File: src/rtl/uart_pkg.sv
// Shared types and constants for the UART transmit scheduler.
// Optional macro UART_TX_PARITY_EN adds an even-parity bit to every frame.
package uart_pkg;

`ifdef UART_TX_PARITY_EN
  typedef enum logic [2:0] {IDLE, START, DATA, PARITY, STOP} state_t;
`else
  typedef enum logic [2:0] {IDLE, START, DATA, STOP} state_t;
`endif

  localparam logic START_BIT  = 1'b0;
  localparam logic STOP_BIT   = 1'b1;
  localparam logic IDLE_LEVEL = 1'b1;

  // Total line bits per frame: start + payload + [parity] + stop.
  function automatic int frame_bits(input int data_bits);
`ifdef UART_TX_PARITY_EN
    return data_bits + 3;
`else
    return data_bits + 2;
`endif
  endfunction

endpackage

File: src/rtl/uart_rr_arbiter.sv
// Combinational round-robin pick: first set req bit after 'last', wrapping.
module uart_rr_arbiter #(
  parameter int NUM_REQ = 4,
  localparam int IW = (NUM_REQ > 1) ? $clog2(NUM_REQ) : 1
) (
  input  logic [NUM_REQ-1:0] req,
  input  logic [IW-1:0]      last,
  output logic [IW-1:0]      pick,
  output logic               valid
);

  logic [IW-1:0] idx;

  always_comb begin
    pick  = '0;
    valid = 1'b0;
    idx   = '0;
    for (int k = 1; k <= NUM_REQ; k++) begin
      idx = IW'((int'(last) + k) % NUM_REQ);
      if (!valid && req[idx]) begin
        pick  = idx;
        valid = 1'b1;
      end
    end
  end

endmodule

File: src/rtl/uart_tx_scheduler.sv
// Round-robin shared UART transmitter, 8N1 (8E1 when UART_TX_PARITY_EN is defined).
// ack is combinational in the IDLE arbitration cycle; the frame starts on the next cycle.
module uart_tx_scheduler
  import uart_pkg::*;
#(
  parameter int NUM_REQ      = 4,
  parameter int CLKS_PER_BIT = 434,
  parameter int DATA_BITS    = 8,
  localparam int IW = (NUM_REQ > 1) ? $clog2(NUM_REQ) : 1,
  localparam int CW = (CLKS_PER_BIT > 1) ? $clog2(CLKS_PER_BIT) : 1,
  localparam int BW = (DATA_BITS > 1) ? $clog2(DATA_BITS) : 1
) (
  input  logic                           clk,
  input  logic                           rst,
  input  logic [NUM_REQ-1:0]             req,
  input  logic [NUM_REQ*DATA_BITS-1:0]   data,
  output logic [NUM_REQ-1:0]             ack,
  output logic [IW-1:0]                  grant_id,
  output logic                           busy,
  output logic                           tx
);

  state_t                 state;
  logic [CW-1:0]          baud;
  logic [BW-1:0]          bit_idx;
  logic [DATA_BITS-1:0]   shreg;
  logic [IW-1:0]          last;
  logic [IW-1:0]          pick;
  logic                   pick_vld;
  logic                   bit_end;
  logic [DATA_BITS-1:0]   slice;
`ifdef UART_TX_PARITY_EN
  logic                   par;
`endif

  uart_rr_arbiter #(.NUM_REQ(NUM_REQ)) u_arb (
    .req   (req),
    .last  (last),
    .pick  (pick),
    .valid (pick_vld)
  );

  assign bit_end = (baud == CW'(CLKS_PER_BIT - 1));
  assign slice   = data[int'(pick)*DATA_BITS +: DATA_BITS];

  always_comb begin
    ack = '0;
    if (!rst && state == IDLE && pick_vld) ack[pick] = 1'b1;
  end

  always_ff @(posedge clk or posedge rst) begin
    if (rst) begin
      state    <= IDLE;
      baud     <= '0;
      bit_idx  <= '0;
      shreg    <= '0;
      last     <= IW'(NUM_REQ - 1);  // requester 0 searched first after reset
      grant_id <= '0;
      busy     <= 1'b0;
      tx       <= IDLE_LEVEL;
`ifdef UART_TX_PARITY_EN
      par      <= 1'b0;
`endif
    end else begin
      // Counter restarts on every bit boundary and stays at 0 in IDLE, so accept restarts it too.
      baud <= (state == IDLE || bit_end) ? '0 : baud + CW'(1);
      case (state)
        IDLE: begin
          if (pick_vld) begin
            shreg    <= slice;
            grant_id <= pick;
            last     <= pick;
            busy     <= 1'b1;
            tx       <= START_BIT;
            state    <= START;
`ifdef UART_TX_PARITY_EN
            par      <= ^slice;
`endif
          end
        end
        START: begin
          if (bit_end) begin
            tx      <= shreg[0];
            bit_idx <= '0;
            state   <= DATA;
          end
        end
        DATA: begin
          if (bit_end) begin
            shreg <= shreg >> 1;
            if (bit_idx == BW'(DATA_BITS - 1)) begin
`ifdef UART_TX_PARITY_EN
              tx    <= par;
              state <= PARITY;
`else
              tx    <= STOP_BIT;
              state <= STOP;
`endif
            end else begin
              bit_idx <= bit_idx + BW'(1);
              tx      <= shreg[1];
            end
          end
        end
`ifdef UART_TX_PARITY_EN
        PARITY: begin
          if (bit_end) begin
            tx    <= STOP_BIT;
            state <= STOP;
          end
        end
`endif
        STOP: begin
          if (bit_end) begin
            busy  <= 1'b0;
            tx    <= IDLE_LEVEL;
            state <= IDLE;
          end
        end
        default: state <= IDLE;
      endcase
    end
  end

endmodule

File: config.mk
export PLATFORM = sky130hd
export DESIGN_NAME = uart_tx_scheduler
export DESIGN_NICKNAME = d
export VERILOG_FILES = /design/src/rtl/uart_pkg.sv /design/src/rtl/uart_rr_arbiter.sv /design/src/rtl/uart_tx_scheduler.sv
export SDC_FILE = /design/constraint.sdc
export NUM_CORES = 1
export LEC_CHECK = 0
export ABC_AREA = 1
export CORE_UTILIZATION = 46
export DETAILED_ROUTE_END_ITERATION = 12
export GPL_ROUTABILITY_DRIVEN = 0
export PLACE_DENSITY = 0.86
export SLEW_MARGIN = 5
export SYNTH_ARGS = -nofsm -noshare
export SYNTH_HDL_FRONTEND = slang
export SYNTH_SLANG_ARGS = --single-unit
File: constraint.sdc
create_clock -name clk -period 2.3 [get_ports clk]
set_clock_uncertainty 0.2 [all_clocks]
set_input_delay 0.46 -clock clk [delete_from_list [all_inputs] [get_ports clk]]
set_output_delay 0.46 -clock clk [all_outputs]
set_load 0.01 [all_outputs]
## Word level (Yosys, flattened, before mapping)

Index checks and enable logic that the tools add are counted.
W data, S select, Z words.

- Register bits: 29
- Latch bits: 0
- Bits in writable memories: 0
- Bits in read-only memories: 0
- Input bits: 38
- Logic and storage cells: 95
- Memories: 0

- Add/subtract/negate cells: 6
- $mul: 0
- Div/mod/pow operators: 0
- $lt $le $gt $ge: 6
- Equal/unequal tests: 11
- Shifts and indexed selects: 1
- Mux-type cells: 41
- Bitwise gates (word level): 0
- Reductions and logical operators: 22

Operators with widths:

| kind | count |
|---|---|
| $shiftx A32 B6 Y8 | 1 |
| $mux W3 | 7 |
| $mux W1 | 16 |
| $mux W8 | 2 |
| $pmux W8 S2 | 1 |
| $lt A2 B3 Y1 const B | 5 |
| $ne A2 B2 Y1 const B | 6 |
| $pmux W3 S4 | 1 |
| $reduce_and A5 Y1 | 2 |
| $add A9 B1 Y9 const B | 1 |
| $eq A9 B9 Y1 const B | 1 |
| $mux W9 | 1 |
| $bmux W1 S2 | 4 |
| $mux W2 | 4 |
| $eq A3 B2 Y1 const B | 2 |
| $logic_and A1 B1 Y1 | 6 |
| $pmux W3 S2 | 1 |
| $reduce_and A3 Y1 | 2 |
| $reduce_bool A2 Y1 | 3 |
| $add A2 B1 Y2 const B | 2 |
| $add A2 B2 Y2 const B | 2 |
| $logic_not A1 Y1 | 4 |
| $mux W4 | 1 |
| $pmux W1 S4 | 1 |
| other kinds (11) | 11 |

## Depth between registers and ports, before layout

- Depth after elaboration: 18
- Gate-level depth with buffers: 17

## By module

A second synthesis with hierarchy kept.

- Cell total of the unflattened synthesis: 320
- Area, all modules: 2070.7 µm²

Modules (own cells, without submodules):

| module | instances | cells each | area an instance (µm²) | sequential area each (µm²) |
|---|---|---|---|---|
| uart_tx_scheduler | 1 | 268 | 1799.2 | 704.4 |
| uart_rr_arbiter | 1 | 52 | 271.5 | 0.0 |

## Least setup slack after synthesis

No wires, ideal clock.

- Kind: register to output
- Start point: register last[0]
- End point: output port ack[0]
- Arrival: 1.810 ns
- Required time: 1.640 ns
- Slack: -0.170 ns
- Stages on the path, launching flop included: 12
- Cell sequence: dfstp_2 buf_4 inv_4 nand2_1 nand3_1 nand2_1 nor2_8 nand3_4 nand2_1 inv_1 nand2_1 nor3_1

- Longest elaborated chain between the ends: 18
- Elaborated cells on any way between the ends: 33
- Those cells by class: add/sub: 4; order compare: 2; mux: 19; reduce/logical: 8

RTL lines:

| element | RTL line | RTL |
|---|---|---|
| start: declaration | uart_tx_scheduler.sv:27 | `logic [IW-1:0] last;` |
| start signal: assignment | uart_tx_scheduler.sv:57 | `last <= IW'(NUM_REQ - 1);` |
| start signal: assignment | uart_tx_scheduler.sv:72 | `last <= pick;` |
| $add A2 B1 Y2 | uart_rr_arbiter.sv:19 | `idx = IW'((int'(last) + k) % NUM_REQ);` |
| $bmux W1 S2 | uart_rr_arbiter.sv:20 | `if (!valid && req[idx]) begin` |
| $mux W1 (implied by the code) | uart_rr_arbiter.sv:20 |  |
| $mux W1 | uart_rr_arbiter.sv:20 |  |
| $logic_not A1 Y1 | uart_rr_arbiter.sv:20 |  |
| $logic_and A1 B1 Y1 | uart_rr_arbiter.sv:20 |  |
| $mux W1 | uart_rr_arbiter.sv:20 |  |
| $logic_not A1 Y1 | uart_rr_arbiter.sv:20 |  |
| [... 2 more ...] | -- |  |
| $logic_not A1 Y1 | uart_rr_arbiter.sv:20 |  |
| $logic_and A1 B1 Y1 | uart_rr_arbiter.sv:20 |  |
| $mux W2 | uart_rr_arbiter.sv:20 |  |
| $lt A2 B3 Y1 (implied by the code) / $ge A2 B1 Y1 (equally long branches) | uart_tx_scheduler.sv:48 | `if (!rst && state == IDLE && pick_vld) ack[pick] = 1'b1;` |
| $logic_and A1 B1 Y1 (implied by the code) | uart_tx_scheduler.sv:48 |  |
| $mux W1 (implied by the code) | uart_tx_scheduler.sv:48 |  |
| $demux W1 S2 | uart_tx_scheduler.sv:48 |  |
| $mux W4 * | uart_tx_scheduler.sv:48 |  |
| end: declaration | uart_tx_scheduler.sv:17 | `output logic [NUM_REQ-1:0] ack,` |

Mark *: on every way between the ends. The rest lies on a longest branch, timed or not. The select of a mux whose other input is x is not followed.

## Worst setup path after layout

- Start point: register last[0]
- End point: output port ack[2]

The elaborated chain is that of the path after synthesis.

==> results.py <==
metrics = {
    "outcome": {
        "outcome": "finished with violations",
        "violations": "negative setup slack",
    },
    "critical_path": {
        "crit_top_cell": "nand2_4",
        "path_cells": "buf_12 -> inv_8 -> nand2_2 -> nand2_2 -> nand2_4 -> nand2_4 -> nor2_8 -> nand2_4 -> nor3_4 -> nor2_4 -> buf_6 -> nor3_4 -> buf_2",
        "critPathSlowestCell": "dfstp_2",
        "arrival_ns": 2.24,
        "start_kind": "flop",
        "cp_max_fo": 8,
        "required_ns": 1.64,
        "end_kind": "output port",
        "ff2ff_setup_slack_ns": -0.24,
        "worstSetupPathType": "reg2out",
        "critPathMaxStageDelay_ns": 0.57,
    },
    "grt": {
        "antenna_found_initial": 0,
        "grt_pass1_wl_mm": 9.722,
        "grt_util_all_layers_pct": 24.44,
        "overflow": 0,
        "grt_pass1_vias": 2259,
        "grt_max_degree": 29,
    },
    "finish": {
        "diodes": 0,
        "fin_cells": 439,
        "final_common_cell": "nand2_1",
        "final_cell_mix": "nand2_1, clkdlybuf4s50_1, buf_4",
        "syn_to_final_growth_pct": 53.34,
        "layout.nets": 435,
        "drive_gt1_share_pct": 31.27,
    },
    "power": {
        "power_mw": 1.146,
        "p_leak_nw": 1.707,
        "ir_drop_v": 0.0003024,
        "power_per_cell_area_nw_per_um2": 359.5,
    },
    "cts": {
        "cts_tree": "done",
        "root_buffer": "clkbuf_8",
        "h-tree-depth": 1,
        "clock_latency_ns": 0.28,
        "numCtsBuffers": 3,
        "clock_sinks": 28,
        "cts.path.max_buffers": 2,
        "clk_pin_slew_worst_paths_ns": 0.10,
    },
    "die": {
        "die_area_um2": 4791,
        "io_pins": 46,
        "die_h_um": 69.22,
        "start_util_pct": 47.73,
        "rows": 24,
        "fp.dieW_um": 69.22,
        "core_um2": 4354,
    },
    "drt": {
        "wl_per_cell_um": 15.82,
        "dr.pass1.iters": 5,
        "ant_nets": 0,
        "routed_via_density": 5.490,
        "drt_iter0_markers": 159,
        "drt-total-wl_mm": 6.945,
        "drc": 0,
        "vias": 2410,
    },
    "synth": {
        "ys_types": 30,
        "syn-instance-count": 306,
        "syn-cell-area_um2": 2078,
        "avgSynthCellArea_um2": 6.792,
        "yosysSeqAreaShare_pct": 33.90,
        "ys.warnings.count": 0,
        "synth_nets": 353,
        "synth_seq_cells": 28,
    },
    "placement": {
        "dp_hpwl_mm": 3.944,
        "placed_cells": 423,
        "io_buffers": 45,
        "pre_cts_slack_ns": -0.8832,
    },
    "sta": {
        "rsz0062_at_grt": "true",
        "fmax_mhz": 344.7,
        "min_period_over_period_pct": 126.1,
        "fin_ws_ns": -0.6013,
        "setup_tns_ns": -4.176,
        "final-hold-violation-count": 0,
        "min_period_ns": 2.901,
        "slew_headroom_pct": 74.02,
        "max_slew.worst_pin.slew_ns": 0.3863,
        "final-setup-viol-count": 16,
        "drv_slew": 0,
    },
    "worst_hold_path": {
        "hold_class": "reg2reg",
    },
    "flow_run": {
        "maxCapViolCount": 0,
    },
}
final cells by class:
class,instances,area [um^2]
clock buffers,3,41.29
clock inverters,1,30.03
fillers,304,1167
inverters,26,112.6
multi-input cells,244,1444
flip-flops and latches,28,704.4
well taps,52,65.06
repair buffers,85,789.5
layer usage:
layer  track usage, %  up-vias  routed length (um)
li1                 -     1145                   -
met5                0        -                   0
met2            43.47      122                3429
met3            2.180       30                 445
met4            7.256        0                 327
met1            31.43     1113                2742
metrics by stage:
stage | instance area, um^2 | hold WS [ns] | util (%)
2_1_floorplan | 2147 | 0.2492 | -
3_5_place_dp | 2828 | 0.2703 | 64.94
4_1_cts | 2994 | 0.2834 | 68.76
3_3_place_gp | 2828 | 0.2561 | 64.94
6_report | 3187 | 0.2804 | 73.19
5_1_grt | 3187 | 0.3048 | 73.19
registers in the layout, summed over array words and instances (netlist names):
name / count
last: 2
tx: 1
state: 2
grant_id: 2
bit_idx: 3
shreg: 8
baud: 9
busy: 1
synthesized netlist by cell type (all sizes together):
cell type  number  area [um^2]
nor3b           3        22.52
nor2           26        113.9
o31ai           2        15.01
nand4           1        6.260
o211ai          3        27.52
a21oi           6        30.03
dfrtp          25        625.6
dfstp           3        78.83
o21ai           7        38.79
ha              9        112.6
nand2         140        568.0
inv            25        96.35
clkinv          1        3.750
nand3b          1        7.510
nor4            2        12.51
a32o            2        20.02
nor3            9        45.04
nand3          33        190.2
buf             8        63.80
path summary, 6_finish.rpt:
path / from / end / cells after the start
setup / recovery: last[0]$_DFFE_PP1P_ / ack[2] / 13
hold / removal: tx$_DFFE_PP1P_ / tx$_DFFE_PP1P_ / 2
setup reg to reg: last[0]$_DFFE_PP1P_ / shreg[7]$_DFFE_PP0P_ / 18
hold reg to reg: tx$_DFFE_PP1P_ / tx$_DFFE_PP1P_ / 2
max in group asynchronous: rst / last[1]$_DFFE_PP1P_ / 3
min in group asynchronous: rst / shreg[2]$_DFFE_PP0P_ / 3
power breakdown:
group / switching (mW) / internal, mW
registers: 0 / 0.492
clock network: 0.160 / 0.233
logic: 0.134 / 0.127
total: 0.294 / 0.852
critical path: cells and delay by family (launching register included):
kind                   cells  cell delay, ns
and+or+nand+nor            9            0.93
buffers and inverters      4            0.45
DFF                        1            0.57
what timing repair did:
action	4_1_cts	5_1_grt
endpoints found under the setup margin	12	17
hold buffers	0	0
setup buffers	7	7
gates resized for setup	39	47
pin swaps	12	21
kinds of logic after synthesis:
logic type / Yosys count / share of synthesized area, %
buf+inv: 34 / 7.886
simple gates: 215 / 46.48
flops: 28 / 33.90
compound gates: 20 / 6.321
fa+ha+maj: 9 / 5.419
Power figures use the tool's default switching activity.
